File: src/rtl/cpu_types_pkg.sv
// Shared CPU/memory types: word and RAM handshake state, plus the RAM arbiter's
// FSM state and icache owner encodings.
package cpu_types_pkg;

  typedef logic [31:0] word_t;

  typedef enum logic [1:0] {
    FREE,
    BUSY,
    ACCESS,
    ERROR
  } ramstate_t;

  typedef enum logic [1:0] {
    IDLE,
    DGRANT,
    IGRANT
  } arb_state_t;

  typedef enum logic {
    I0,
    I1
  } arb_owner_t;

endpackage

File: src/rtl/ram_arbiter_if.sv
// Bundle of the data channel, both icache fill channels and the RAM port.
// The arbiter uses the slave view; the surrounding system drives the master view.
interface ram_arbiter_if;
  import cpu_types_pkg::*;

  logic             d_req;
  logic             d_wen;
  logic             d_lock;
  word_t            d_addr;
  word_t            d_store;
  logic             d_wait;
  word_t            d_load;

  logic [1:0]       i_ren;
  word_t [1:0]      i_addr;
  logic [1:0]       i_wait;
  word_t [1:0]      i_load;

  word_t            ramaddr;
  word_t            ramstore;
  logic             ramREN;
  logic             ramWEN;
  word_t            ramload;
  ramstate_t        ramstate;

  modport slave (
    input  d_req, d_wen, d_lock, d_addr, d_store, i_ren, i_addr, ramload, ramstate,
    output d_wait, d_load, i_wait, i_load, ramaddr, ramstore, ramREN, ramWEN
  );

  modport master (
    output d_req, d_wen, d_lock, d_addr, d_store, i_ren, i_addr, ramload, ramstate,
    input  d_wait, d_load, i_wait, i_load, ramaddr, ramstore, ramREN, ramWEN
  );

endinterface

File: src/rtl/starve_counter.sv
// Saturating wait counter for one icache core; hit flags a core that has waited
// STARVE_LIMIT cycles. Only built when ARB_STARVE_EN is defined.
`ifdef ARB_STARVE_EN
module starve_counter #(
  parameter int STARVE_LIMIT = 8
) (
  input  logic CLK,
  input  logic nRST,
  input  logic req,
  input  logic granted,
  output logic hit
);

  localparam int CNT_W = $clog2(STARVE_LIMIT + 1);

  logic [CNT_W-1:0] r_cnt;

  always_ff @(posedge CLK, negedge nRST) begin
    if (!nRST) begin
      r_cnt <= '0;
    end else if (granted || !req) begin
      r_cnt <= '0;
    end else if (r_cnt != CNT_W'(STARVE_LIMIT)) begin
      r_cnt <= r_cnt + 1'b1;
    end
  end

  // Gate with req so a stale count never wins in the cycle the request drops.
  assign hit = req && (r_cnt == CNT_W'(STARVE_LIMIT));

endmodule
`endif

File: src/rtl/ram_arbiter.sv
// Single RAM port shared by the data channel (fixed priority, lockable bursts) and
// two round-robin icache fill channels. Define ARB_STARVE_EN for icache anti-starvation.
module ram_arbiter
  import cpu_types_pkg::*;
#(
  parameter int STARVE_LIMIT = 8
) (
  input  logic         CLK,
  input  logic         nRST,
  ram_arbiter_if.slave bus
);

  if (STARVE_LIMIT < 1) begin : g_bad_limit
    $error("STARVE_LIMIT must be at least 1");
  end

  arb_state_t r_state, w_state_nxt;
  arb_owner_t r_owner, w_owner_nxt;
  logic       r_rr, w_rr_nxt;
  logic       w_own;
  logic [1:0] w_hit;

  assign w_own = (r_owner == I1);

`ifdef ARB_STARVE_EN
  for (genvar k = 0; k < 2; k++) begin : g_starve
    starve_counter #(.STARVE_LIMIT(STARVE_LIMIT)) u_starve (
      .CLK     (CLK),
      .nRST    (nRST),
      .req     (bus.i_ren[k]),
      .granted ((r_state == IGRANT) && (w_own == 1'(k))),
      .hit     (w_hit[k])
    );
  end
`else
  assign w_hit = 2'b00;
`endif

  always_ff @(posedge CLK, negedge nRST) begin
    if (!nRST) begin
      r_state <= IDLE;
      r_owner <= I0;
      r_rr    <= 1'b0;
    end else begin
      r_state <= w_state_nxt;
      r_owner <= w_owner_nxt;
      r_rr    <= w_rr_nxt;
    end
  end

  always_comb begin
    w_state_nxt = r_state;
    w_owner_nxt = r_owner;
    w_rr_nxt    = r_rr;
    case (r_state)
      IDLE: begin
        // A starved icache outranks data; otherwise data first, then round-robin.
        if (w_hit[r_rr]) begin
          w_state_nxt = IGRANT;
          w_owner_nxt = arb_owner_t'(r_rr);
        end else if (w_hit[!r_rr]) begin
          w_state_nxt = IGRANT;
          w_owner_nxt = arb_owner_t'(!r_rr);
        end else if (bus.d_req) begin
          w_state_nxt = DGRANT;
        end else if (bus.i_ren[r_rr]) begin
          w_state_nxt = IGRANT;
          w_owner_nxt = arb_owner_t'(r_rr);
        end else if (bus.i_ren[!r_rr]) begin
          w_state_nxt = IGRANT;
          w_owner_nxt = arb_owner_t'(!r_rr);
        end
      end
      DGRANT: begin
        if (bus.ramstate == ACCESS) begin
          if (!bus.d_lock) w_state_nxt = IDLE;
        end else if (!bus.d_req && !bus.d_lock) begin
          w_state_nxt = IDLE;
        end
      end
      IGRANT: begin
        if (bus.ramstate == ACCESS) begin
          w_state_nxt = IDLE;
          w_rr_nxt    = !w_own;
        end else if (!bus.i_ren[w_own]) begin
          w_state_nxt = IDLE;
        end
      end
      default: w_state_nxt = IDLE;
    endcase
  end

  word_t       w_ramaddr, w_ramstore, w_d_load;
  word_t [1:0] w_i_load;
  logic        w_ramREN, w_ramWEN, w_d_wait;
  logic  [1:0] w_i_wait;

  always_comb begin
    w_ramaddr  = '0;
    w_ramstore = '0;
    w_ramREN   = 1'b0;
    w_ramWEN   = 1'b0;
    w_d_wait   = 1'b1;
    w_d_load   = '0;
    w_i_wait   = 2'b11;
    w_i_load   = '0;
    case (r_state)
      DGRANT: begin
        w_ramaddr  = bus.d_addr;
        w_ramstore = bus.d_wen ? bus.d_store : '0;
        w_ramWEN   = bus.d_wen;
        w_ramREN   = !bus.d_wen;
        w_d_wait   = (bus.ramstate != ACCESS);
        w_d_load   = bus.ramload;
      end
      IGRANT: begin
        w_ramaddr       = bus.i_addr[w_own];
        w_ramREN        = 1'b1;
        w_i_wait[w_own] = (bus.ramstate != ACCESS);
        w_i_load[w_own] = bus.ramload;
      end
      default: ;
    endcase
  end

  assign bus.ramaddr  = w_ramaddr;
  assign bus.ramstore = w_ramstore;
  assign bus.ramREN   = w_ramREN;
  assign bus.ramWEN   = w_ramWEN;
  assign bus.d_wait   = w_d_wait;
  assign bus.d_load   = w_d_load;
  assign bus.i_wait   = w_i_wait;
  assign bus.i_load   = w_i_load;

endmodule

File: src/flat_wrapper.sv
// flat-port wrapper written by rule: the top's interface ports become plain ports
module ram_arbiter_flat import cpu_types_pkg::*;
#(
  parameter int STARVE_LIMIT = 8
)
  (CLK, nRST, bus_d_req, bus_d_wen, bus_d_lock, bus_d_addr, bus_d_store, bus_i_ren, bus_i_addr, bus_ramload, bus_ramstate, bus_d_wait, bus_d_load, bus_i_wait, bus_i_load, bus_ramaddr, bus_ramstore, bus_ramREN, bus_ramWEN);
  ram_arbiter_if bus_i ();
  input  logic CLK;
  input  logic nRST;
  input wire logic [$bits(bus_i.d_req)-1:0] bus_d_req;
  input wire logic [$bits(bus_i.d_wen)-1:0] bus_d_wen;
  input wire logic [$bits(bus_i.d_lock)-1:0] bus_d_lock;
  input wire logic [$bits(bus_i.d_addr)-1:0] bus_d_addr;
  input wire logic [$bits(bus_i.d_store)-1:0] bus_d_store;
  input wire logic [$bits(bus_i.i_ren)-1:0] bus_i_ren;
  input wire logic [$bits(bus_i.i_addr)-1:0] bus_i_addr;
  input wire logic [$bits(bus_i.ramload)-1:0] bus_ramload;
  input wire logic [$bits(bus_i.ramstate)-1:0] bus_ramstate;
  output wire logic [$bits(bus_i.d_wait)-1:0] bus_d_wait;
  output wire logic [$bits(bus_i.d_load)-1:0] bus_d_load;
  output wire logic [$bits(bus_i.i_wait)-1:0] bus_i_wait;
  output wire logic [$bits(bus_i.i_load)-1:0] bus_i_load;
  output wire logic [$bits(bus_i.ramaddr)-1:0] bus_ramaddr;
  output wire logic [$bits(bus_i.ramstore)-1:0] bus_ramstore;
  output wire logic [$bits(bus_i.ramREN)-1:0] bus_ramREN;
  output wire logic [$bits(bus_i.ramWEN)-1:0] bus_ramWEN;
  assign bus_i.d_req = bus_d_req;
  assign bus_i.d_wen = bus_d_wen;
  assign bus_i.d_lock = bus_d_lock;
  assign bus_i.d_addr = bus_d_addr;
  assign bus_i.d_store = bus_d_store;
  assign bus_i.i_ren = bus_i_ren;
  assign bus_i.i_addr = bus_i_addr;
  assign bus_i.ramload = bus_ramload;
  assign bus_i.ramstate = bus_ramstate;
  assign bus_d_wait = bus_i.d_wait;
  assign bus_d_load = bus_i.d_load;
  assign bus_i_wait = bus_i.i_wait;
  assign bus_i_load = bus_i.i_load;
  assign bus_ramaddr = bus_i.ramaddr;
  assign bus_ramstore = bus_i.ramstore;
  assign bus_ramREN = bus_i.ramREN;
  assign bus_ramWEN = bus_i.ramWEN;
  ram_arbiter #(.STARVE_LIMIT(STARVE_LIMIT)) u_core (.CLK(CLK), .nRST(nRST), .bus(bus_i));
endmodule
File: config.mk
export PLATFORM = sky130hd
export DESIGN_NAME = ram_arbiter_flat
export DESIGN_NICKNAME = d
export VERILOG_FILES = /design/src/rtl/cpu_types_pkg.sv /design/src/rtl/ram_arbiter_if.sv /design/src/rtl/starve_counter.sv /design/src/rtl/ram_arbiter.sv /design/src/flat_wrapper.sv
export SDC_FILE = /design/constraint.sdc
export NUM_CORES = 1
export LEC_CHECK = 0
export ABC_AREA = 1
export BUFFER_PORTS_ARGS = -buffer_cell sky130_fd_sc_hd__buf_4
export CELL_PAD_IN_SITES_DETAIL_PLACEMENT = 1
export CELL_PAD_IN_SITES_GLOBAL_PLACEMENT = 2
export CORE_MARGIN = 4
export CORE_UTILIZATION = 11
export DETAILED_ROUTE_END_ITERATION = 7
export PLACE_DENSITY = 0.89
export SYNTH_ARGS = -nofsm -noshare
export SYNTH_HDL_FRONTEND = slang
export SYNTH_HIERARCHICAL = 1
export SYNTH_SLANG_ARGS = --single-unit
File: constraint.sdc
create_clock -name CLK -period 3.85 [get_ports CLK]
set_clock_uncertainty 0.1 [all_clocks]
set_input_delay 1.155 -clock CLK [delete_from_list [all_inputs] [get_ports CLK]]
set_output_delay 1.155 -clock CLK [all_outputs]
set_load 0.02 [all_outputs]
==> results by group <==
Flow run
  – Total of max-cap violations: 0

Synthesis
  – Synthesized-area fraction occupied by adder cells: 2.90%
  – Post-Synthesis Cells: 502
  – Top-count cell post-synth: nand2_1
  – Post-synthesis cell type count: 18
  – Yosys warns: 6
  – Synth Area in Compound Gates: 1.27%
  – Post-synthesis cell area: 2160 um2
  – Post-synth ARST share: 100%
  – Number of synthesized flops with an enable pin: 0
  – Mean post-synth cell area: 4.30 um2
  – Mapped Nets: 676
  – Part of the Yosys area used for sequential elements: 4.63%
  – Largest family of logic cells by synthesized area: simple AND/OR/NAND/NOR gates
  – Synth top area cells: nand2_1 (25%), inv_1 (24%), nor2_1 (17%)
  – #FFs+latches synth: 4
  – Area leader, netlist: nand2_1
  – Post-synthesis mux area share: 0%
  – Post-Synth Simple-Gate Area: 59.4%
  – Post-synth top cells: nand2_1 (145), inv_1 (139), nor2_1 (100)
  – Synth Area in XOR/XNOR: 0%
  – Ys flop type: dfrtp_1
  – Share of the synthesized area in the top cell type: 25.2%

Setup path
  – Worst R2R End: u_core/r_state[0]$_DFFE_PN0P_
  – R2r startpoint: u_core/r_state[0]$_DFFE_PN0P_
  – FF-to-FF path depth: 8
  – Crit path max fanout: 31
  – Req. time, crit path: 2.59 ns
  – Crit Path Class: reg2out
  – Setup slack, reg-to-reg: 2.34 ns
  – CP arrival: 2.05 ns
  – Max incr delay on CP: 0.46 ns
  – Crit-path cells: inv_1, ha_1, nand2_2, inv_2, nand2_1, nand3_1, nand2_1, inv_1, buf_4
  – Slowest CP cell: inv_2
  – Setup crit end: bus_ramaddr[11]
  – Critical path endpoint category: output pin
  – Crit path launch: u_core/r_state[0]$_DFFE_PN0P_
  – Startpoint Class: flip-flop

Timing
  – Unrepaired setup endpoints after global routing: no
  – Worst hold slack: 0.424 ns
  – Max-slew violations: 0
  – Hold Vio Cnt, Final: 0
  – Fin crit period: about 3.3 ns
  – Final setup viols: 0
  – Slew at the pin with the worst max-slew slack: 0.618 ns
  – Highest clock rate: 0.302 GHz
  – Final period utilization: 85.9%
  – Setup TNS: 0 ns
  – Slew headroom: 58.7%

CTS
  – Cts repair resizes: 0
  – H-tree levels: 1
  – Setup Fix Bufs, Post-CTS: 0
  – Worst skew pair latency: 0.22 ns
  – Hold_buf cts: 0
  – CTS tree: done
  – Sinks on Clock Net: 4
  – Root Buffer: clkbuf_16
  – Clock Path Buffers: 2
  – Clock-pin slew on the worst setup and hold paths: around 0.03 ns
  – Inserted Clock Buffers: 3

Layout
  – P&R area growth vs syn: 131%
  – N_diodes: 0
  – Number of nets in the layout: roughly 1,000
  – Fraction of layout cells with a size suffix above 1: 42.9%
  – Final Core Density: 26.2%

Power and ir drop
  – Total leakage power: 3.46 nW
  – Peak VDD IR: about 0.38 mV
  – Pwr/cell area: 464 nW/um2

Die
  – # IOs: about 330
  – Initial core utilization: 11.4%
  – Die ar.: roughly 22,000 um2
  – Die Y: 148 um
  – Area of the core: 19,000 um2
  – Row cnt: 50
  – Die Span X: 148 um

Global routing
  – Pin count of the biggest net entering global routing: 37
  – Via count of the first global-routing pass: 4,038
  – Initial antenna violation count: 0
  – Total grt overflow: 0
  – First-pass GRT wire length: 22,600 um
  – Total GRT Usage: 12.7%

Place
  – PortBufs: 333
  – Gpl congestion: 0.816
  – Dpl hpwl: 13,200 um

Routing
  – Via Count: 4,062
  – DR DRC count: 0
  – Detail Route Antenna Nets: 0
  – Initial DRC count: 126
  – Avg WL per Cell: 14.6 um
  – Final WL: 15,700 um
  – DR pass1 iterations: 5
  – Via/cell ratio: 3.76

Hold path
  – Worst hold stages: 2
  – Worst hold path type: reg2reg

Run status
  – Outcome: finished clean
kinds of logic (layout without fill, tap and decap cells):
logic type / count (synthesis) / after routing
fa+ha+maj: 5 / 5
buf+inv: 171 / 488
flops: 4 / 4
simple gates: 317 / 317
compound gates: 5 / 5
cells in the final DEF (no fill, tap or decap):
cell         n
buf_4      344
nand2_1    145
inv_1      139
nor2_1     100
nand3_1     68
ha_1         4
dfrtp_1      4
clkbuf_16    3
o21ai_0      3
inv_2        2
nand4_1      2
nand2_2      1
a21oi_1      1
nor3_1       1
o211ai_1     1
ha_2         1
area by class of cell:
cell class              instances  area, um2
inverters                     141        529
well taps                     260        325
flip-flops and latches          4        100
multi-input cells             327       1380
clock buffers                   3       75.1
fillers                      2537      14000
repair buffers                344       2580
critical path: cells and delay by family (launching register included):
family / cells / cell delay (ns)
DFF: 1 / 0.40
and+or+nand+nor: 4 / 0.34
adders and majority gates: 1 / 0.25
buffers and inverters: 4 / 0.82
worst min-delay path by stage:
stage | startpoint | endpoint
CTS | u_core/r_state[1]$_DFFE_PN0P_ | u_core/r_state[1]$_DFFE_PN0P_
floorplan | u_core/r_rr$_DFFE_PN0P_ | u_core/r_rr$_DFFE_PN0P_
finish | u_core/r_rr$_DFFE_PN0P_ | u_core/r_rr$_DFFE_PN0P_
detailed placement | u_core/r_rr$_DFFE_PN0P_ | u_core/r_rr$_DFFE_PN0P_
global route | u_core/r_rr$_DFFE_PN0P_ | u_core/r_rr$_DFFE_PN0P_
global placement | u_core/r_rr$_DFFE_PN0P_ | u_core/r_rr$_DFFE_PN0P_
layer usage:
layer / global-route usage, % / part of all wire [%] / vias to the layer above
met3: 2.68 / 8.7 / 18
met4: 2.77 / 2.0 / 0
met1: 13.9 / 38 / 1811
met2: 24.9 / 52 / 181
li1: - / - / 2052
met5: 0 / 0 / -
flip-flops by register name, summed over array words and instances, names as in the netlist:
name and flops:
u_core/r_rr 1, u_core/r_owner 1, u_core/r_state 2
metrics by stage:
step	cell area (um2)	setup slack (ns)	total power, mW	instances
floorplan	2160	0.852	1.26	502
global placement	4910	0.616	2.18	1076
detailed placement	4910	0.599	2.20	1076
CTS	4990	0.472	2.37	1079
global route	4990	0.338	2.52	1079
finish	4990	0.541	2.32	1079
power by group:
| part | switching [mW] | internal, mW | leakage, nW | total [mW] |
|---|---|---|---|---|
| Sequential | 0.0224 | 0.0607 | 0.0507 | 0.0832 |
| Clock | 0.0287 | 0.133 | 0.0370 | 0.161 |
| Combinational | 1.30 | 0.768 | 3.37 | 2.07 |
| Total | 1.36 | 0.961 | 3.46 | 2.32 |
No activity file was read; power rests on OpenSTA's default activity.
